### src/rtl/wb_select_hilo.sv
// wb_select_hilo: writeback select stage owning the HI/LO registers and MDU busy.
// Optional same-cycle HI/LO write-through: define WB_HILO_BYPASS_EN.
module wb_select_hilo #(
    parameter int WIDTH   = 32,
    parameter int NUM_SRC = 3,
    parameter int SEL_W   = $clog2(NUM_SRC + 2)
) (
    input  logic                     clk,
    input  logic                     reset_n,
    input  logic [NUM_SRC*WIDTH-1:0] src_data,
    input  logic [SEL_W-1:0]         sel,
    input  logic                     in_valid,
    output logic                     in_ready,
    input  logic                     stall,
    input  logic                     mt_hi_en,
    input  logic                     mt_lo_en,
    input  logic [WIDTH-1:0]         mt_data,
    input  logic                     mdu_start,
    input  logic                     mdu_done,
    input  logic [WIDTH-1:0]         mdu_hi,
    input  logic [WIDTH-1:0]         mdu_lo,
    output logic [WIDTH-1:0]         out_data,
    output logic                     out_valid,
    output logic                     sel_err,
    output logic [WIDTH-1:0]         hi_q,
    output logic [WIDTH-1:0]         lo_q,
    output logic                     mdu_busy
);

    localparam logic [SEL_W-1:0] SEL_HI = SEL_W'(NUM_SRC);
    localparam logic [SEL_W-1:0] SEL_LO = SEL_W'(NUM_SRC + 1);

    logic             sel_src;
    logic             sel_hi;
    logic             sel_lo;
    logic             sel_bad;
    logic             hilo_hazard;
    logic             accept;
    logic [WIDTH-1:0] hi_next;
    logic [WIDTH-1:0] lo_next;
    logic [WIDTH-1:0] hi_rd;
    logic [WIDTH-1:0] lo_rd;
    logic [WIDTH-1:0] src_mux;
    logic [WIDTH-1:0] rd_data;

    assign sel_src = (sel < SEL_HI);
    assign sel_hi  = (sel == SEL_HI);
    assign sel_lo  = (sel == SEL_LO);
    assign sel_bad = (sel > SEL_LO);

    // MT writes come later in program order, so they override MDU results
    assign hi_next = mt_hi_en ? mt_data :
                     mdu_done ? mdu_hi  : hi_q;
    assign lo_next = mt_lo_en ? mt_data :
                     mdu_done ? mdu_lo  : lo_q;

`ifdef WB_HILO_BYPASS_EN
    assign hi_rd       = hi_next;
    assign lo_rd       = lo_next;
    assign hilo_hazard = (sel_hi | sel_lo) & mdu_busy & ~mdu_done;
`else
    assign hi_rd       = hi_q;
    assign lo_rd       = lo_q;
    assign hilo_hazard = (sel_hi | sel_lo) & mdu_busy;
`endif

    assign in_ready = ~stall & ~hilo_hazard;
    assign accept   = in_valid & in_ready;

    // Pick the general datapath source addressed by sel
    always_comb begin
        src_mux = '0;
        for (int i = 0; i < NUM_SRC; i++) begin
            if (sel == SEL_W'(i)) begin
                src_mux = src_data[i*WIDTH +: WIDTH];
            end
        end
    end

    // Final writeback value; invalid selects read as zero
    always_comb begin
        rd_data = '0;
        unique case (1'b1)
            sel_src: rd_data = src_mux;
            sel_hi:  rd_data = hi_rd;
            sel_lo:  rd_data = lo_rd;
            default: rd_data = '0;
        endcase
    end

    // HI/LO architectural registers, updated regardless of stall
    always_ff @(posedge clk) begin
        if (!reset_n) begin
            hi_q <= '0;
            lo_q <= '0;
        end else begin
            hi_q <= hi_next;
            lo_q <= lo_next;
        end
    end

    // MDU busy: a start in the done cycle keeps the unit busy
    always_ff @(posedge clk) begin
        if (!reset_n) begin
            mdu_busy <= 1'b0;
        end else if (mdu_start) begin
            mdu_busy <= 1'b1;
        end else if (mdu_done) begin
            mdu_busy <= 1'b0;
        end
    end

    // Writeback pipeline register with stall hold
    always_ff @(posedge clk) begin
        if (!reset_n) begin
            out_data  <= '0;
            out_valid <= 1'b0;
            sel_err   <= 1'b0;
        end else if (!stall) begin
            if (accept) begin
                out_data  <= rd_data;
                out_valid <= 1'b1;
                sel_err   <= sel_bad;
            end else begin
                out_valid <= 1'b0;
                sel_err   <= 1'b0;
            end
        end
    end

endmodule

### config.mk
export PLATFORM = sky130hd
export DESIGN_NAME = wb_select_hilo
export DESIGN_NICKNAME = d
export VERILOG_FILES = /design/src/rtl/wb_select_hilo.sv
export SDC_FILE = /design/constraint.sdc
export NUM_CORES = 1
export LEC_CHECK = 0
export ABC_AREA = 1
export CORE_MARGIN = 3
export CORE_UTILIZATION = 45
export CTS_BUF_LIST = sky130_fd_sc_hd__clkbuf_2
export CTS_CLUSTER_SIZE = 24
export DETAILED_ROUTE_END_ITERATION = 8
export GPL_TIMING_DRIVEN = 0
export PLACE_DENSITY = 0.95
export SYNTH_ARGS = -nofsm -noshare
export SYNTH_HDL_FRONTEND = slang
export SYNTH_SLANG_ARGS = --single-unit
### constraint.sdc
create_clock -name clk -period 2.32 [get_ports clk]
set_clock_uncertainty 0.15 [all_clocks]
set_input_delay 0.464 -clock clk [delete_from_list [all_inputs] [get_ports clk]]
set_output_delay 0.464 -clock clk [all_outputs]
set_load 0.05 [all_outputs]
# Word-level counts from Yosys, hierarchy flattened
# Index checks and enable logic that the tools add are counted.
dict set report word_totals {
  ff_bits 99
  latch_bits 0
  ram_bits 0
  mem_bits_ro 0
  wordCells 35
  memories 0
}
dict set report op_classes {
  add_sub_neg 0
  mul 0
  div 0
  magnitude_cmp 2
  eq_ne 4
  n_shift 0
  mux 12
  bitwise_logic 6
  reduce_logical 5
}
# operator n
set ops {}
lappend ops {{32-bit two-way mux} 7}
lappend ops {{32-bit one-hot mux with 3 select lines} 1}
lappend ops {{3-bit by 2-bit == test with 1-bit output (second input constant)} 2}
lappend ops {{2-bit nonzero test} 3}
lappend ops {{1-bit two-way mux} 4}
lappend ops {{1-bit AND} 3}
lappend ops {{3-bit by 1-bit == test with 1-bit output (second input constant)} 1}
lappend ops {{3-bit == test (second input constant)} 1}
lappend ops {{3-bit greater-than comparator (second input constant)} 1}
lappend ops {{3-bit zero test} 1}
lappend ops {{3-bit by 2-bit < comparator with 1-bit output (second input constant)} 1}
lappend ops {{1-bit inverter} 2}
lappend ops {{2-bit AND reduction} 1}
lappend ops {{1-bit OR} 1}

# Depth between registers and ports, before layout
# Gate-level depths: netlist of run 1.
dict set report logic_depth {
  depth_word 7
  ltp_mapped 10
  depth_no_buf 8
}

# Worst setup path before layout of run 1
# No wires, ideal clock.
dict set report synth_path {
  path_type {input port to output port}
  startpoint {in sel[2]}
  endpoint {out in_ready}
  t_arrival_ns 1.262
  path_slack_ns 0.444
  path_stages 7
  path_buffers 1
  cell_sequence {buf_6 > inv_2 > nand3_2 > nand2_1 > nand2_2 > nand2_2 > inv_1}
}
dict set report synth_via {
  elab_chain_cells 5
}
# element line
set synth_rtl {}
lappend synth_rtl {{start, declared} 11} ;# input logic [SEL_W-1:0] sel,
lappend synth_rtl {{3-bit by 2-bit == test with 1-bit output or 3-bit == test (tied branches)} {47, 48}}
lappend synth_rtl {{1-bit OR (*)} 64} ;# assign hilo_hazard = (sel_hi | sel_lo) & mdu_busy;
lappend synth_rtl {{1-bit AND (*)} 64}
lappend synth_rtl {{1-bit inverter (*)} 67} ;# assign in_ready = ~stall & ~hilo_hazard;
lappend synth_rtl {{1-bit AND (*)} 67}
lappend synth_rtl {{end, declared} 13} ;# output logic in_ready,
# Mark *: on every way between the ends. The rest lies on a longest branch, timed or not.

# Worst setup path in the final report of run 1
dict set report layout_path {
  startpoint {reg hi_q[13]}
  endpoint {out hi_q[13]}
}
# element line
set layout_lines {}
lappend layout_lines {{start, declared} 25} ;# output logic [WIDTH-1:0] hi_q,
lappend layout_lines {{start signal, assigned} 97} ;# hi_q <= hi_next;
# No word-level cell between the ends.

==> results.json, run 1 <==
{
  "status": "finished, final reports clean",
  "track_usage_pct": 33.5,
  "htree_levels": 3,
  "clkPwrFrac_pct": 20.1,
  "port-buffer-count": 298,
  "synth_top_area_share_pct": 33.9,
  "drv_slew": 0,
  "synth-seq-cells": 99,
  "syn_inst": 911,
  "setup-violations-final": 0,
  "fin_util_pct": 71.4,
  "cts.root.buffer_cell": "clkbuf_2",
  "final-seq-area_sq_um": 1980,
  "design_area_sq_um": 9050,
  "met2_usage_pct": 54.4,
  "rows": 41,
  "die_w_um": 120,
  "rsz0062_at_grt": "false",
  "met3_usage_pct": 7.21,
  "yosys-top-cells-area": "dfxtp_1, nand2_1, o221ai_1, inv_1, nand3_1",
  "syn_avg_cell_area_sq_um": 6.42,
  "yosysTopAreaCell": "dfxtp_1",
  "cts_tree": "done",
  "seq_area_frac_synth_pct": 33.9,
  "drt_iter0_drc": 780,
  "synth_commonest_cells": "nand2_1, inv_1, dfxtp_1",
  "worstPathMaxFanout": 3,
  "cts.sinks": 99,
  "grt_first_pass_wirelength_mm": 38.4,
  "yosysUniqueCellTypes": 22,
  "p_int_w": 0.00265,
  "finalPower_w": 0.00426,
  "p_sw_w": 0.00161,
  "clockBufferDepth": 2,
  "routed_wl_mm": 25.0,
  "finalHoldWorstSlack_ns": 0.185,
  "synth_area_sq_um": 5850,
  "multiInputGateArea_sq_um": 2980,
  "irDropWorstVdd_mv": 0.403,
  "drive_gt1_share_pct": 6.85,
  "worst-slew-pin-transition_ns": 0.621,
  "vias_per_cell": 5.54,
  "seqPwrFrac_pct": 44.5,
  "die_h_um": 120,
  "synthArstFlopShare_pct": 0,
  "hold_path_class": "in2reg",
  "clock_latency_ns": 0.60,
  "crit_arrival_ns": 1.61,
  "cp_slowest_stage_delay_ns": 0.55,
  "p_comb_share_pct": 35.4,
  "grt_max_degree": 17,
  "busiest_layer": "met2",
  "start_util_pct": 46.1,
  "leakagePower_nw": 4.15,
  "antenna_found_initial": 1,
  "worst-path-buf-inv": 1,
  "path_clk_slew_ns": 0.29,
  "grt_pass1_vias": 7340,
  "grt-ovfl-total": 0,
  "cts_buffers": 9,
  "synth_edf_count": 0,
  "dieArea_sq_um": 14400,
  "hold_viol": 0,
  "path_cells": "dlygate4sd2_1",
  "path_class": "reg2out",
  "critical-path-top-delay-family": "buffers and inverters",
  "dpl.hpwl_mm": 19.6,
  "relSlewSlack_pct": 58.6,
  "fmax_mhz": 450,
  "switching_share_pct": 37.8,
  "wl_per_cell_um": 17.9,
  "syn_nets": 1114,
  "yosysMostFrequentCell": "nand2_1",
  "finalCritPeriodShare_pct": 95.7,
  "critPathSlowestCell": "dlygate4sd2_1",
  "coreArea_sq_um": 12700,
  "start_kind": "register",
  "met1_usage_pct": 41.6,
  "gp_congestion": 0.920,
  "placed_area_sq_um": 9040,
  "syn_to_final_growth_pct": 54.8,
  "drc_errors": 0,
  "io_pins": 303,
  "vias": 7747,
  "power_density_nw_per_um2": 471,
  "max_cap_violations": 0,
  "fin_crit_ns": 2.22,
  "crit_required_ns": 1.71,
  "antenna_left": 0,
  "synthFlopType": "dfxtp_1",
  "yosysWarnings": 0,
  "nets": 1424,
  "cp-end-kind": "output pin",
  "dr.pass1.iters": 5,
  "fillers": 1097
}
through the flow:
stage	setup WS, ns	cells	TNS [ns]
after floorplan	0.444	911	0
after global placement	-0.625	1381	-2.78
after detailed placement	-0.660	1381	-4.46
after CTS	0.0365	1398	0
after global routing	0.0157	1399	0
final	0.0999	1399	0
sequential cells by signal, summed over array words and instances, names as in the netlist:
signal,flops
hi_q,32
out_valid,1
sel_err,1
out_data,32
mdu_busy,1
lo_q,32
cells by family (layout without fill, tap and decap cells):
family / Yosys count / in the layout / share of synthesized area [%]
flops: 99 / 99 / 33.9
simple gates: 432 / 432 / 32.5
other cells: 0 / 1 / 0
buf+inv: 216 / 531 / 15.2
compound gates: 164 / 164 / 18.3
routing by layer:
metal  vias up  wire length (um)
li1       3650                 -
met1      3508              9700
met2       489             11600
met3       100              2460
met4         0              1270
met5         -                 0
final timing paths:
check / from / end / cells after the start / slack (ns)
max reg2reg: mdu_busy$_SDFFE_PN0P_ / out_data[22]$_SDFFE_PN0P_ / 6 / 0.99
min: mt_lo_en / lo_q[18]$_SDFFE_PN0P_ / 3 / 0.19
min reg2reg: out_data[23]$_SDFFE_PN0P_ / out_data[23]$_SDFFE_PN0P_ / 2 / 0.33
max: hi_q[13]$_SDFFE_PN0P_ / hi_q[13] / 1 / 0.1
cell type report:
cell class                      count  area share, %
Multi-Input combinational cell    596           32.9
Timing Repair Buffer              299           31.6
Sequential cell                    99           21.9
Inverter                          137           5.68
Buffer                             79           4.16
Tap cell                          172           2.38
Clock inverter                      6          0.733
Clock buffer                       10          0.553
Antenna cell                        1         0.0276
power groups by stage:
stage / clock (W) / sequential [W] / combinational, W
after floorplan: 0 / 0.00227 / 0.000474
after global placement: 0 / 0.00193 / 0.00154
after detailed placement: 0 / 0.00193 / 0.00156
after CTS: 0.000864 / 0.00189 / 0.00150
after global routing: 0.000916 / 0.00191 / 0.00161
final: 0.000857 / 0.00190 / 0.00151
layout by cell type (no fill, tap or decap):
cell type,n
a21oi_1,35
a21oi_4,1
buf_1,7
buf_2,26
buf_4,6
buf_6,4
bufinv_16,1
clkbuf_1,38
clkbuf_2,10
clkdlybuf4s15_1,1
clkdlybuf4s50_1,197
clkinv_1,10
clkinv_4,2
clkinvlp_4,2
dfxtp_1,98
dfxtp_2,1
diode_2,1
dlygate4sd2_1,99
inv_1,104
inv_2,24
nand2_1,199
nand2_2,2
nand3_1,64
nand3_2,1
nand3_4,1
nand4_1,32
nor2_1,66
nor2_4,3
nor3_1,64
o21ai_0,54
o21ai_1,10
o221ai_1,64
timing repair:
action / 4_1_cts / 5_1_grt
setup buffers: 1 / 0
gates resized for setup: 104 / 4
pin swaps: 1 / 0
endpoints found under the setup margin: 100 / 1
endpoints found under the hold margin: 0 / 0
hold buffers: 0 / 0
(Power assumes the default switching activity.)
==> inputs of run 2 (changes only) <==
GPL_TIMING_DRIVEN = default   (was 0)
==> run 2 against run 1 <==
Sequential power is essentially flat; sequential cell count is the same; critical endpoint is now lo_q[25]; maximum frequency grew 0.42%; highest routed layer unchanged; worst hold slack gained 0.13 ns; total power grew 1.5%; sequential share of layout area is essentially flat; critical path type unchanged; largest cell class unchanged; clock-buffer cell count shrank 1; combinational power is essentially flat; via count shrank 2.8%; non-clock buffer count shrank 39; routed wire length shrank 5.7%.
==> results.json, run 2 (same netlist as run 1, synthesis figures left out) <==
{
  "status": "finished, final reports clean",
  "design_area_sq_um": 9060,
  "whs_path_depth": 3,
  "finalPower_w": 0.00433,
  "grt_pass1_vias": 6900,
  "start_kind": "register",
  "drv_slew": 0,
  "drc_errors": 0,
  "mostFrequentLayoutCell": "nand2_1",
  "cts_tree": "done",
  "leakagePower_nw": 4.17,
  "worst-slew-pin-transition_ns": 0.578,
  "htree_levels": 3,
  "fin_util_pct": 71.5,
  "antenna_found_initial": 1,
  "gp_congestion": 0.880,
  "layout_setup_ws_ns": 0.109,
  "hold_path_class": "in2reg",
  "io_pins": 303,
  "dieArea_sq_um": 14400,
  "grt-ovfl-total": 0,
  "cp-end-kind": "output pin",
  "dp_slack_ns": -0.0441,
  "start_util_pct": 46.1,
  "critical-path-top-delay-family": "buffers and inverters",
  "power_density_nw_per_um2": 478,
  "max_cap_violations": 0,
  "dr.pass1.iters": 6,
  "placed_area_sq_um": 9050,
  "dpl.hpwl_mm": 17.8,
  "cts.sinks": 99,
  "crit_arrival_ns": 1.60,
  "drt_iter0_drc": 733,
  "setup-violations-final": 0,
  "fin_crit_ns": 2.21,
  "grt_first_pass_wirelength_mm": 36.7,
  "post_cts_buffers": 0,
  "rsz0062_at_grt": "false",
  "wl_per_cell_um": 17.4,
  "vias_per_cell": 5.54,
  "fillers": 1073,
  "nets": 1385,
  "top_regs": "hi_q x32, lo_q x32, out_data x32",
  "whs_endpoint": "lo_q[17]$_SDFFE_PN0P_",
  "r2r-start": "mdu_busy$_SDFFE_PN0P_",
  "layout_common_cells": "nand2_1, clkdlybuf4s50_1, inv_1",
  "path_class": "reg2out",
  "grt_max_degree": 65,
  "path_cells": "dlygate4sd2_1",
  "antenna_left": 0,
  "clockBufferDepth": 2,
  "die_w_um": 120,
  "worst-path-buf-inv": 1,
  "die_h_um": 120,
  "cp_slowest_stage_delay_ns": 0.56,
  "irDropWorstVdd_mv": 0.387,
  "fmax_mhz": 452,
  "coreArea_sq_um": 12700,
  "hold_viol": 0,
  "clock_latency_ns": 0.57,
  "cts.root.buffer_cell": "clkbuf_2",
  "track_usage_pct": 31.6,
  "routed_wl_mm": 23.6,
  "cts_buffers": 9,
  "port-buffer-count": 302,
  "worstPathMaxFanout": 3,
  "crit_required_ns": 1.71,
  "drive_gt1_share_pct": 7.34,
  "critPathSlowestCell": "dlygate4sd2_1",
  "vias": 7533,
  "r2r_cells": 7,
  "rows": 41,
  "relSlewSlack_pct": 61.4,
  "syn_to_final_growth_pct": 55.0,
  "path_clk_slew_ns": 0.28,
  "hold_start": "mdu_lo[17]",
  "rr_endpoint": "out_data[24]$_SDFFE_PN0P_",
  "finalCritPeriodShare_pct": 95.3,
  "r2r_slack_ns": 0.91,
  "fin_setup_tns_ns": 0
}
==> run 2: timing repair <==
item                                    in CTS  in global routing
resized for setup                          100                  0
endpoints found under the setup margin     100                  0
endpoints found under the hold margin        2                  0
hold buffers                                 1                  0
==> run 2: worst max path at each step <==
stage	start	end	slack, ns	cells after the start
after global routing	lo_q[23]$_SDFFE_PN0P_	lo_q[23]	0.02	1
after floorplan	sel[2]	in_ready	0.44	7
after global placement	sel[0]	out_data[24]$_SDFFE_PN0P_	0.009	8
after detailed placement	sel[0]	out_data[24]$_SDFFE_PN0P_	-0.04	8
final	lo_q[25]$_SDFFE_PN0P_	lo_q[25]	0.11	1
after CTS	lo_q[23]$_SDFFE_PN0P_	lo_q[23]	0.08	1
==> run 2: worst register-to-register path, delay by kind of cell (launching register included) <==
| family | cells | cell delay, ns |
|---|---|---|
| flops | 1 | 0.41 |
| simple gates | 4 | 0.37 |
| buf+inv | 2 | 0.30 |
| compound gates | 1 | 0.12 |
==> run 2: final cells by class <==
| cell class | instances | area (sq um) | share of cell area (%) |
|---|---|---|---|
| flip-flops and latches | 99 | 1980 | 21.9 |
| clock buffers | 9 | 45.0 | 0.497 |
| clock inverters | 6 | 81.3 | 0.897 |
| multi-input cells | 596 | 2970 | 32.8 |
| diodes | 1 | 2.50 | 0.0276 |
| well taps | 172 | 215 | 2.37 |
| repair buffers | 339 | 3250 | 35.8 |
| inverters | 137 | 514 | 5.67 |
==> run 2: per-layer routing <==
| metal | part of all wire (%) | GRT usage (%) | vias up |
|---|---|---|---|
| li1 | - | - | 3567 |
| met1 | 42 | 41.8 | 3454 |
| met2 | 46 | 50.7 | 430 |
| met3 | 8.4 | 6.13 | 82 |
| met4 | 3.6 | 12.4 | 0 |
| met5 | 0 | 0 | - |
==> run 2: report_power, final <==
group / switching (W) / total (W) / internal [W]
clock network: 0.000579 / 0.000922 / 0.000343
registers: 0.0000924 / 0.00190 / 0.00181
logic: 0.000900 / 0.00150 / 0.000603
total: 0.00157 / 0.00433 / 0.00276
==> run 2: stage by stage <==
step | hold slack, ns | std cells
after floorplan | 0.431 | 911
after global placement | 0.299 | 1342
after detailed placement | 0.304 | 1342
after CTS | 0.288 | 1358
after global routing | 0.280 | 1359
final | 0.318 | 1359
